===== config.mk =====
export PLATFORM = sky130hd
export DESIGN_NAME = dma_controller
export DESIGN_NICKNAME = d
export VERILOG_FILES = /design/src/rtl/dma_controller.sv
export SDC_FILE = /design/constraint.sdc
export NUM_CORES = 1
export LEC_CHECK = 0
export CORE_MARGIN = 4
export CORE_UTILIZATION = 40
export CTS_CLUSTER_SIZE = 12
export DETAILED_ROUTE_END_ITERATION = 16
export PLACE_DENSITY = 0.81
export SLEW_MARGIN = 10
export SYNTH_ARGS = -nofsm -noshare
export SYNTH_HDL_FRONTEND = slang
export SYNTH_SLANG_ARGS = --single-unit
export TNS_END_PERCENT = 30

===== constraint.sdc =====
create_clock -name clk -period 1.6 [get_ports clk]
set_input_delay 0.24 -clock clk [delete_from_list [all_inputs] [get_ports clk]]
set_output_delay 0.24 -clock clk [all_outputs]
set_load 0.01 [all_outputs]

===== src/rtl/dma_controller.sv =====
// Burst DMA engine: on a cmd rising edge, requests the data-memory bus and
// writes NUM_BURSTS bursts of BURST_WORDS words from the device, then pulses dma_end_int.
module dma_controller #(
  parameter int                    WORD_SIZE   = 16,
  parameter logic [WORD_SIZE-1:0]  BASE_ADDR   = 16'h01F4,
  parameter int                    BURST_WORDS = 4,
  parameter int                    NUM_BURSTS  = 3,
  localparam int                   OFF_W       = (NUM_BURSTS > 1) ? $clog2(NUM_BURSTS) : 1,
  localparam int                   DATA_W      = BURST_WORDS * WORD_SIZE
) (
  input  logic                 clk,
  input  logic                 reset_n,
  input  logic                 cmd,
  input  logic                 BG,
  input  logic                 doneWrite_d,
  input  logic [DATA_W-1:0]    dev_data,
  output logic                 BR,
  output logic [OFF_W-1:0]     dev_offset,
  output logic                 d_writeM,
  output logic [WORD_SIZE-1:0] d_address,
  output logic [DATA_W-1:0]    d_data,
  output logic                 dma_end_int
);

  typedef enum logic [2:0] {
    IDLE    = 3'd0,
    REQ     = 3'd1,
    WRITE   = 3'd2,
    GAP     = 3'd3,
    RELEASE = 3'd4,
    END     = 3'd5
  } state_e;

  localparam logic [OFF_W-1:0] LAST_IDX = OFF_W'(NUM_BURSTS - 1);

  state_e               state_q, state_d;
  logic [OFF_W-1:0]     idx_q, idx_d;
  logic                 cmd_d_q;
  logic                 br_q, br_d;
  logic                 wr_q, wr_d;
  logic [WORD_SIZE-1:0] addr_q, addr_d;
  logic [DATA_W-1:0]    data_q, data_d;
  logic                 end_q, end_d;
  logic                 start;

  function automatic logic [WORD_SIZE-1:0] burst_addr(input logic [OFF_W-1:0] i);
    return BASE_ADDR + WORD_SIZE'(i) * WORD_SIZE'(BURST_WORDS);
  endfunction

  assign start = cmd & ~cmd_d_q;

  always_ff @(posedge clk or negedge reset_n) begin
    if (!reset_n) begin
      state_q <= IDLE;
      idx_q   <= '0;
      cmd_d_q <= 1'b0;
      br_q    <= 1'b0;
      wr_q    <= 1'b0;
      addr_q  <= '0;
      data_q  <= '0;
      end_q   <= 1'b0;
    end else begin
      state_q <= state_d;
      idx_q   <= idx_d;
      cmd_d_q <= cmd;
      br_q    <= br_d;
      wr_q    <= wr_d;
      addr_q  <= addr_d;
      data_q  <= data_d;
      end_q   <= end_d;
    end
  end

  always_comb begin
    state_d = state_q;
    idx_d   = idx_q;
    br_d    = br_q;
    wr_d    = wr_q;
    addr_d  = addr_q;
    data_d  = data_q;
    end_d   = 1'b0;
    unique case (state_q)
      IDLE: begin
        if (start) begin
          state_d = REQ;
          br_d    = 1'b1;
          idx_d   = '0;
        end
      end
      REQ: begin
        br_d = 1'b1;
        if (BG) begin
          state_d = WRITE;
          wr_d    = 1'b1;
          addr_d  = burst_addr(idx_q);
          data_d  = dev_data;
        end
      end
      WRITE: begin
        // a completed write takes priority over a simultaneous grant loss
        if (doneWrite_d) begin
          wr_d   = 1'b0;
          addr_d = '0;
          data_d = '0;
          if (idx_q == LAST_IDX) begin
            br_d    = 1'b0;
            state_d = RELEASE;
          end else begin
            idx_d   = idx_q + 1'b1;
            state_d = GAP;
          end
        end else if (!BG) begin
          // grant lost: drop the strobe and retry the whole burst after re-grant
          wr_d    = 1'b0;
          addr_d  = '0;
          data_d  = '0;
          state_d = REQ;
        end
      end
      GAP: begin
        if (BG) begin
          state_d = WRITE;
          wr_d    = 1'b1;
          addr_d  = burst_addr(idx_q);
          data_d  = dev_data;
        end else begin
          state_d = REQ;
        end
      end
      RELEASE: begin
        br_d = 1'b0;
        if (!BG) begin
          end_d   = 1'b1;
          state_d = END;
        end
      end
      END: begin
        state_d = IDLE;
      end
      default: begin
        state_d = IDLE;
        br_d    = 1'b0;
        wr_d    = 1'b0;
        addr_d  = '0;
        data_d  = '0;
      end
    endcase
  end

  assign BR          = br_q;
  assign dev_offset  = idx_q;
  assign d_writeM    = wr_q;
  assign d_address   = addr_q;
  assign d_data      = data_q;
  assign dma_end_int = end_q;

endmodule


==> reports/metrics.csv, run 1 <==
metric,value,unit
"CTS clk-pin slew, worst paths",0.08,ns
"worst slack, placed",-0.0782,ns
HP Class,in -> reg,
Clock Tree Buf Depth,2,
Final WS setup,0.0858,ns
clock net sink count,77,
Buffers on Ports,145,
first-pass iteration count of the detailed router,4,
Critical Path Sink Type,output pin,
pwr/cell area,1890,nW/um^2
Nets,442,
Worst path slowest cell,clkdlybuf4s50_1,
vias in the first global route,2564,
largest net degree at the start of global routing,45,
Fmax,0.660,GHz
mapped cell area,3020,sq um
first-pass GRT wire length,13000,um
CTS tree,done,
CP Cell Sequence,clkdlybuf4s50_1,
CP bufs+invs,1,
Vias/cell,5.14,
startpoint type of the worst setup path,register,
Crit. Startpoint,BR,
VDD IR max,1.01,mV
Synth Register Bits,77,
post-synthesis adder-cell area fraction,0.830,%
Placer Congestion,0.816,
"Cell Area, Placed",4580,sq um
worst hold margin,0.362,ns
Post-Synth XOR/XNOR Area,0,%
min Tclk post-route,1.51,ns
Worst EP arrival,1.27,ns
final worst-path cycle share,94.6,%
GRT overflow,0,
Antenna Nets Post-Route,0,
Die Area,8990,sq um
maxcap violations,0,
HPWL after detailed placement,5920,um
CTS Buf Count,9,
final WL,8090,um
Crit Reg-Reg Startpoint,state_q[2],
Die X,94.8,um
per-cell routed wire length,17.1,um
setup violators final,0,
I/O pin total,154,
"commonest non-fill, non-tap cells in the layout","clkdlybuf4s50_1 (142), dfrtp_1 (76), a22o_1 (68), clkbuf_8 (10), nand2_1 (9)",
RSZ-0062 raised after global routing,no,
post-synth cell types,30,
clk_skew,0.00811,ns
Mapped Cells,224,
cell row count,31,
core area,7290,sq um
Inst Count DP,458,
Final Hold Viols,0,
simple-gate share of the synthesized area,3.65,%
CP Class,reg -> out,
Root Driver,clkbuf_8,
All-Layer GR Usage,18.7,%
status,finished clean,
Ys Warns,0,
fin cells,474,
number of setup buffers added after CTS,0,
Compound-Gate Fraction of Synth Area,24.7,%
DR iter-0 viols,66,
initial core utilization,41.4,%
via count,2437,
"Avg Cell Area, Syn",13.5,sq um
Top Family by Delay on Critical Path,buffers and inverters,
"Slew Viols, Final",0,
final instance area,4810,sq um
"Clk Latency, worst-skew pair",0.33,ns
area delta synth->final,59.4,%
initial antenna violation count,0,
Leak,0.00216,uW
crit-path max FO,4,
Die H,94.8,um
residual DRC count,0,
fraction of layout cells with a size suffix above 1,9.33,%
"commonest non-fill, non-tap cell in the layout",clkdlybuf4s50_1,
"slowest stage delay, CP",0.55,ns
sequential fraction of the synthesis area,63.9,%
# H-tree levels,3,
mux cell area share after synthesis,0,%
main combinational cell family by area after synthesis,compound AO/OA/AOI/OAI gates,
Worst Hold Launch,cmd,
n_diodes,0,
CP required,1.36,ns
per-stage QoR:
step	util, %	power, uW	TNS, ns
after global placement	62.8	7420	-2.90
after global routing	65.9	9600	0
after CTS	65.9	9160	0
after floorplan	-	5210	0
final	65.9	9070	0
after detailed placement	62.8	7530	-3.09
layer usage:
layer / part of all wire, % / vias to the layer above / GRT usage (%)
li1: - / 1111 / -
met1: 43 / 1206 / 24.6
met2: 49 / 110 / 29.6
met3: 7.2 / 10 / 5.34
met4: 1.6 / 0 / 6.73
met5: 0 / - / 0
synthesized netlist by cell type:
library cell	n	area [sq um]
dfrtp_1	77	1930
a22o_1	68	596
buf_4	12	90.1
buf_2	10	50.1
nand2_1	9	33.8
o21ai_0	7	35.0
a21oi_1	4	20.0
buf_6	3	33.8
clkbuf_1	3	11.3
nor2b_1	3	18.8
a31o_2	2	17.5
a31oi_1	2	12.5
ha_1	2	25.0
inv_1	2	7.51
inv_2	2	7.51
nand3_1	2	10.0
nor2_1	2	7.51
o2bb2ai_1	2	17.5
a21o_1	1	7.51
a221oi_1	1	8.76
and3_1	1	6.26
and3b_1	1	8.76
clkbuf_2	1	5.00
conb_1	1	3.75
nand2b_1	1	6.26
nand3b_1	1	7.51
nand4_1	1	6.26
nor3_1	1	5.00
o311a_4	1	21.3
o32a_1	1	10.0
timing repair:
item,4_1_cts,5_1_grt
hold buffers,1,0
setup endpoints to repair,0,7
gates resized for setup,0,3
hold endpoints to repair,33,0
cell type report:
type	instances	area, sq um
fillers	581	2480
flip-flops and latches	77	1930
repair buffers	158	1620
multi-input cells	121	912
clock buffers	10	138
well taps	99	124
clock inverters	5	75.1
inverters	4	15.0
registers in the layout, summed over array words and instances (netlist names):
| signal | count |
|---|---|
| cmd_d_q | 1 |
| state_q | 3 |
| d_writeM | 1 |
| dev_offset | 2 |
| dma_end_int | 1 |
| d_data | 64 |
| d_address | 4 |
| BR | 1 |
where the power goes:
group | internal, uW | total, uW | leakage (uW) | switching (uW)
logic | 2490 | 4200 | 0.00108 | 1710
registers | 2760 | 3300 | 0.000967 | 537
clock network | 905 | 1570 | 0.000112 | 662
total | 6150 | 9070 | 0.00216 | 2910
cell families (layout without fill, tap and decap cells):
| family | count (synthesis) | after routing |
|---|---|---|
| AO/OA/AOI/OAI | 89 | 89 |
| adder cells (fa/ha/maj) | 2 | 2 |
| buffers and inverters | 33 | 177 |
| flip-flops | 77 | 77 |
| other | 1 | 8 |
| AND/OR/NAND/NOR | 22 | 22 |
final timing paths:
check / slack [ns] / cells past startpoint / to
setup reg to reg: 0.15 / 4 / d_data[34]
hold reg to reg: 0.50 / 1 / d_address[3]
hold / removal: 0.36 / 1 / cmd_d_q
max in group asynchronous: 0.63 / 3 / d_data[34]
setup / recovery: 0.09 / 1 / BR
min in group asynchronous: 0.41 / 2 / d_writeM
Power figures use the tool's default switching activity.
==> run 2: changes to the inputs <==
--- a/config.mk
+++ b/config.mk
@@ -5,11 +5,13 @@
 export SDC_FILE = /design/constraint.sdc
 export NUM_CORES = 1
 export LEC_CHECK = 0
+export ABC_AREA = 1
 export CORE_MARGIN = 4
-export CORE_UTILIZATION = 40
+export CORE_UTILIZATION = 43
 export CTS_CLUSTER_SIZE = 12
 export DETAILED_ROUTE_END_ITERATION = 16
-export PLACE_DENSITY = 0.81
+export PLACE_DENSITY = 0.8
+export SKIP_LAST_GASP = 1
 export SLEW_MARGIN = 10
 export SYNTH_ARGS = -nofsm -noshare
 export SYNTH_HDL_FRONTEND = slang
==> run 2 against run 1 <==
  * Count of clock-buffer cells in the layout up 1
  * Setup slack worse by 0.044 ns
  * Routed wire length up 23%
  * Via count up 43%
==> reports/metrics.csv, run 2 <==
metric,value,unit,change
Compound-Gate Fraction of Synth Area,0.640,%,-24 points
simple-gate share of the synthesized area,40.3,%,+37 points
Root Driver,clkbuf_8,,
final instance area,5570,sq um,+16%
"CTS clk-pin slew, worst paths",0.08,ns,about the same
Mapped Cells,458,,+100%
startpoint type of the worst setup path,register,,
Top Family by Delay on Critical Path,buffers and inverters,,
largest net degree at the start of global routing,48,,+6.7%
Ys Warns,0,,unchanged
Clock Tree Buf Depth,2,,unchanged
"top cells by count, synth","nand2_1 (227), dfrtp_1 (77), nand3b_1 (65)",,
"Cell Area, Placed",5320,sq um,+16%
Leak,0.00272,uW,+26%
"commonest non-fill, non-tap cells in the layout","nand2_1 (226), clkdlybuf4s50_1 (144), dfrtp_1 (74), nand3b_1 (65), buf_4 (18)",,
Vias/cell,4.89,,-4.8%
Register-to-Register Path Depth,6,,+2
Synth area leaders,"dfrtp_1 (52%), nand2_1 (23%), nand3b_1 (13%), buf_4 (2.6%), clkbuf_1 (2.0%)",,
setup TNS,0,ns,unchanged
maxcap violations,0,,unchanged
DR iter-0 viols,113,,+71%
CP Cell Sequence,clkdlybuf4s50_1,,
Critical Path Sink Type,output pin,,
core area,8300,sq um,+14%
Antenna Nets Post-Route,0,,unchanged
CTS tree,done,,
final WL,9980,um,+23%
per-cell routed wire length,14.0,um,-18%
setup violators final,0,,unchanged
fraction of layout cells with a size suffix above 1,7.57,%,-1.8 points
"Clk Latency, worst-skew pair",0.33,ns,about the same
WL met2,4900,um,+25%
Pint,6480,uW,+5.3%
Die X,101,um,+6.4%
Worst Hold Path Cells,1,,unchanged
HPWL after detailed placement,7280,um,+23%
"Slew Viols, Final",0,,unchanged
cell with the most instances after synthesis,nand2_1,,
dominant cell type by area after synthesis,dfrtp_1,,
CP bufs+invs,1,,unchanged
Synth Register Bits,77,,unchanged
n_diodes,0,,unchanged
Placer Congestion,0.844,,+3.5%
Buffers on Ports,145,,unchanged
crit-path max FO,4,,unchanged
first-pass iteration count of the detailed router,4,,unchanged
area of the multi-input gates,1600,sq um,+75%
Comb pwr share,52.6,%,+6.3 points
Die Area,10200,sq um,+13%
post-synth cell types,17,,-43%
Net Sw Frac,38.5,%,+6.4 points
I/O pin total,154,,unchanged
min Tclk post-route,1.56,ns,+0.0444 ns
status,finished clean,,
initial core utilization,44.8,%,+3.4 points
Highest Signal Layer,met4,,
All-Layer GR Usage,20.5,%,+1.8 points
mapped cell area,3710,sq um,+23%
max FFs per register,64,,unchanged
final worst-path cycle share,97.4,%,+2.8 points
ys flop type,dfrtp_1,,
post-synthesis async set-or-reset flop share,100,%,unchanged
Fmax,0.642,GHz,-2.8%
"commonest non-fill, non-tap cell in the layout",nand2_1,,
stages on the worst setup path,1,,unchanged
register area,1930,sq um,+0.13%
Synth top area share,51.9,%,-12 points
sequential fraction of the synthesis area,51.9,%,-12 points
CTS Buf Count,9,,unchanged
"slowest stage delay, CP",0.57,ns,+0.02 ns
Worst EP arrival,1.32,ns,+0.05 ns
vias in the first global route,3496,,+36%
Worst path slowest cell,clkdlybuf4s50_1,,
cell row count,33,,+6.5%
CP Class,reg -> out,,
Die H,101,um,+6.4%
clock net sink count,77,,unchanged
"Avg Cell Area, Syn",8.11,sq um,-40%
# H-tree levels,3,,unchanged
"EDFF count, synth",0,,unchanged
Post-Synth XOR/XNOR Area,0,%,unchanged
met3 routed WL,735,um,+26%
main combinational cell family by area after synthesis,simple AND/OR/NAND/NOR gates,,
Clk pwr share,15.0,%,-2.3 points
Metal-1 WL,4220,um,+22%
post-synthesis adder-cell area fraction,0.674,%,-0.16 points
Nets,674,,+52%
VDD IR max,0.974,mV,-3.2%
CP required,1.36,ns,about the same
clk_skew,0.0125,ns,+0.00439 ns
mux cell area share after synthesis,0,%,unchanged
via count,3490,,+43%
# fillers,666,,+15%
residual DRC count,0,,unchanged
HP Class,in -> reg,,
pwr/cell area,1890,nW/um^2,+0.28%
Sw Pwr,4050,uW,+39%
first-pass GRT wire length,16700,um,+29%
Reg power frac,32.3,%,-4.1 points
Final Hold Viols,0,,unchanged
initial antenna violation count,0,,unchanged
GRT overflow,0,,unchanged
RSZ-0062 raised after global routing,yes,,
area delta synth->final,50.0,%,
run 2: changes by cell type after synthesis, moves of 3 or more:
cell and delta:
nand2_1 +218, a22o_1 -68, nand3_1 +13, clkbuf_1 +17
buf_6 -3, a21oi_1 -4, nand3b_1 +64, buf_2 -3
o21ai_0 -4, nor2_1 +14, nor2b_1 -3, inv_1 +5
run 2: power by group through the flow:
stage,Combinational [uW],Clock [uW],Sequential [uW]
global placement,5450,0,3410
floorplan,2330,0,3760
CTS,5610,1620,3420
finish,5550,1580,3410
detailed placement,5590,0,3420
global route,6110,1720,3540
run 2: per-stage QoR:
step | hold WS [ns] | std cells | setup slack, ns | util (%) | power (uW)
after floorplan | -0.0556 | 465 | 0.0858 | - | 6100
after global placement | 0.228 | 694 | -0.0419 | 64.1 | 8860
after detailed placement | 0.233 | 694 | -0.0537 | 64.1 | 9010
after CTS | 0.388 | 711 | -0.00338 | 66.9 | 10600
after global routing | 0.376 | 713 | -0.0162 | 67.1 | 11400
final | 0.397 | 713 | 0.0415 | 67.1 | 10500
run 2: final timing paths:
check,from,endpoint,slack [ns]
worst max-delay path,dev_offset[1],dev_offset[1],0.04
worst min-delay path,cmd,cmd_d_q,0.40
worst max register to register,state_q[0],dev_offset[0],0.09
worst min register to register,d_data[19],d_data[19],0.47
max in group asynchronous,reset_n,dev_offset[0],0.60
min in group asynchronous,reset_n,d_data[8],0.41
run 2: cell type report:
type                            count  area share (%)
Inverter                            8           0.539
Clock inverter                      5            1.53
Multi-Input combinational cell    340            28.7
Clock buffer                       11            2.36
Tap cell                          105            2.36
Timing Repair Buffer              167            29.9
Sequential cell                    77            34.7
run 2: repair_timing:
| action | CTS | global route |
|---|---|---|
| pin swaps | 0 | 0 |
| endpoints found under the hold margin | 36 | 0 |
| gates resized for setup | 1 | 3 |
| hold buffers | 1 | 0 |
| setup buffers | 0 | 2 |
| endpoints found under the setup margin | 6 | 76 |
run 2: cell families after synthesis:
| family | after synthesis |
|---|---|
| flops | 77 |
| compound gates | 4 |
| fa+ha+maj | 2 |
| simple gates | 326 |
| other cells | 1 |
| buf+inv | 48 |
run 2: per-layer routing:
metal,global-route usage (%),vias up
li1,-,1710
met1,27.5,1621
met2,33.4,144
met3,4.57,15
met4,5.83,0
met5,0,-
==> run 3: changes to the inputs <==
--- a/config.mk
+++ b/config.mk
@@ -10,9 +10,9 @@
 export CORE_UTILIZATION = 43
 export CTS_CLUSTER_SIZE = 12
 export DETAILED_ROUTE_END_ITERATION = 16
+export MAX_ROUTING_LAYER = met4
 export PLACE_DENSITY = 0.8
 export SKIP_LAST_GASP = 1
-export SLEW_MARGIN = 10
 export SYNTH_ARGS = -nofsm -noshare
 export SYNTH_HDL_FRONTEND = slang
 export SYNTH_SLANG_ARGS = --single-unit
==> run 3 against run 2 <==
  * Sequential share of layout area is the same
  * Die area is the same
  * Sequential cell count is the same
  * Largest power group unchanged
  * Fmax is essentially flat
  * Highest routed layer unchanged
  * Clock power is essentially flat
  * Worst hold slack lost 0.0028 ns
  * Routed wire length grew 0.44%
==> reports/metrics.csv, run 3 (synthesis gave the netlist of run 2 again) <==
metric,value,unit,change
via count,3459,,-0.89%
# H-tree levels,3,,unchanged
Worst Hold Path Cells,1,,unchanged
Reg2Reg Setup Slack,0.09,ns,about the same
Die H,101,um,unchanged
CP bufs+invs,1,,unchanged
Die X,101,um,unchanged
per-cell routed wire length,14.1,um,+0.44%
Crit. Startpoint,dev_offset[1],,
setup violators final,0,,unchanged
worst hold margin,0.394,ns,-0.00279 ns
Antenna Nets Post-Route,0,,unchanged
Clock Tree Buf Depth,2,,unchanged
"worst slack, placed",-0.0537,ns,unchanged
Final WS setup,0.0407,ns,-0.000753 ns
"slowest stage delay, CP",0.56,ns,about the same
"Clk Latency, worst-skew pair",0.34,ns,about the same
"Slew Viols, Final",0,,unchanged
clock net sink count,77,,unchanged
Critical Path Sink Type,output pin,,
CP Capture Point,dev_offset[1],,
VDD IR max,0.975,mV,+0.14%
Buffers on Ports,145,,unchanged
All-Layer GR Usage,21.0,%,+0.56 points
max FFs per register,64,,unchanged
Die Area,10200,sq um,unchanged
initial antenna violation count,0,,unchanged
Top Family by Delay on Critical Path,buffers and inverters,,
residual DRC count,0,,unchanged
first-pass iteration count of the detailed router,4,,unchanged
final worst-path cycle share,97.5,%,about the same
Crit Reg-Reg Startpoint,state_q[0],,
n_diodes,0,,unchanged
Worst path slowest cell,clkdlybuf4s50_1,,
fin util,67.1,%,unchanged
cell row count,33,,unchanged
I/O pin total,154,,unchanged
clk_skew,0.0139,ns,+0.00136 ns
Vias/cell,4.85,,-0.89%
Root Driver,clkbuf_8,,
fin cells,713,,unchanged
largest net degree at the start of global routing,48,,unchanged
initial core utilization,44.8,%,unchanged
r2r endpoint,dev_offset[0],,
Worst EP arrival,1.32,ns,about the same
setup TNS,0,ns,unchanged
Inst Count DP,694,,unchanged
"CTS clk-pin slew, worst paths",0.08,ns,about the same
Nets,674,,unchanged
maxcap violations,0,,unchanged
"commonest non-fill, non-tap cells in the layout","nand2_1 (226), clkdlybuf4s50_1 (144), dfrtp_1 (74), nand3b_1 (65), buf_4 (18)",,
pwr/cell area,1890,nW/um^2,+0.11%
CTS Buf Count,9,,unchanged
CTS tree,done,,
status,finished clean,,
final WL,10000,um,+0.44%
core area,8300,sq um,unchanged
GRT overflow,0,,unchanged
CP required,1.36,ns,about the same
crit-path max FO,4,,unchanged
CP Cell Sequence,clkdlybuf4s50_1,,
startpoint type of the worst setup path,register,,
CP Class,reg -> out,,
stages on the worst setup path,1,,unchanged
HPWL after detailed placement,7280,um,unchanged
vias in the first global route,3493,,-0.086%
Placer Congestion,0.858,,+1.6%
Leak,0.00272,uW,unchanged
min Tclk post-route,1.56,ns,+0.000753 ns
HP Class,in -> reg,,
Register-to-Register Path Depth,6,,unchanged
DR iter-0 viols,101,,-11%
RSZ-0062 raised after global routing,yes,,
"commonest non-fill, non-tap cell in the layout",nand2_1,,
fraction of layout cells with a size suffix above 1,7.57,%,unchanged
Final Hold Viols,0,,unchanged
area delta synth->final,50.0,%,unchanged
first-pass GRT wire length,16700,um,-0.21%
Fmax,0.641,GHz,about the same
==> run 3: cell counts in the layout (fill, tap and decap cells not counted) <==
No cell type changed its count.
==> run 3: cell type report <==
type	count	area (sq um)
multi-input cells	340	1600
clock buffers	11	131
inverters	8	30.0
fillers	666	2730
repair buffers	167	1670
flip-flops and latches	77	1930
well taps	105	131
clock inverters	5	85.1
==> run 3: how the worst min path moves through the flow <==
stage             from         to  slack, ns
5_1_grt            cmd    cmd_d_q       0.38
4_1_cts            cmd    cmd_d_q       0.39
6_report           cmd    cmd_d_q       0.39
3_3_place_gp   reset_n  d_data[8]       0.23
3_5_place_dp   reset_n  d_data[8]       0.23
2_1_floorplan  reset_n         BR      -0.06
==> run 3: report_power, final <==
| part | switching (uW) | internal, uW | leakage, uW | total (uW) |
|---|---|---|---|---|
| clock network | 706 | 886 | 0.000104 | 1590 |
| registers | 560 | 2850 | 0.00101 | 3410 |
| logic | 2800 | 2750 | 0.00161 | 5550 |
==> run 3: what timing repair did <==
item	4_1_cts	5_1_grt
setup buffers	0	2
hold buffers	1	0
hold endpoints to repair	36	0
setup endpoints to repair	6	76
resized for setup	1	3
==> run 3: per-layer routing <==
layer  routed length, um  vias to the layer above  GRT usage (%)
li1                    -                     1709              -
met4                 115                        0           5.83
met5                   0                        -              -
met1                4300                     1598           27.4
met3                 680                       15           4.22
met2                4930                      137           33.6
==> run 3: per-stage QoR <==
step	area (sq um)	power [uW]
2_1_floorplan	3740	6100
3_3_place_gp	5320	8860
3_5_place_dp	5320	9010
4_1_cts	5550	10600
5_1_grt	5570	11400
6_report	5570	10500
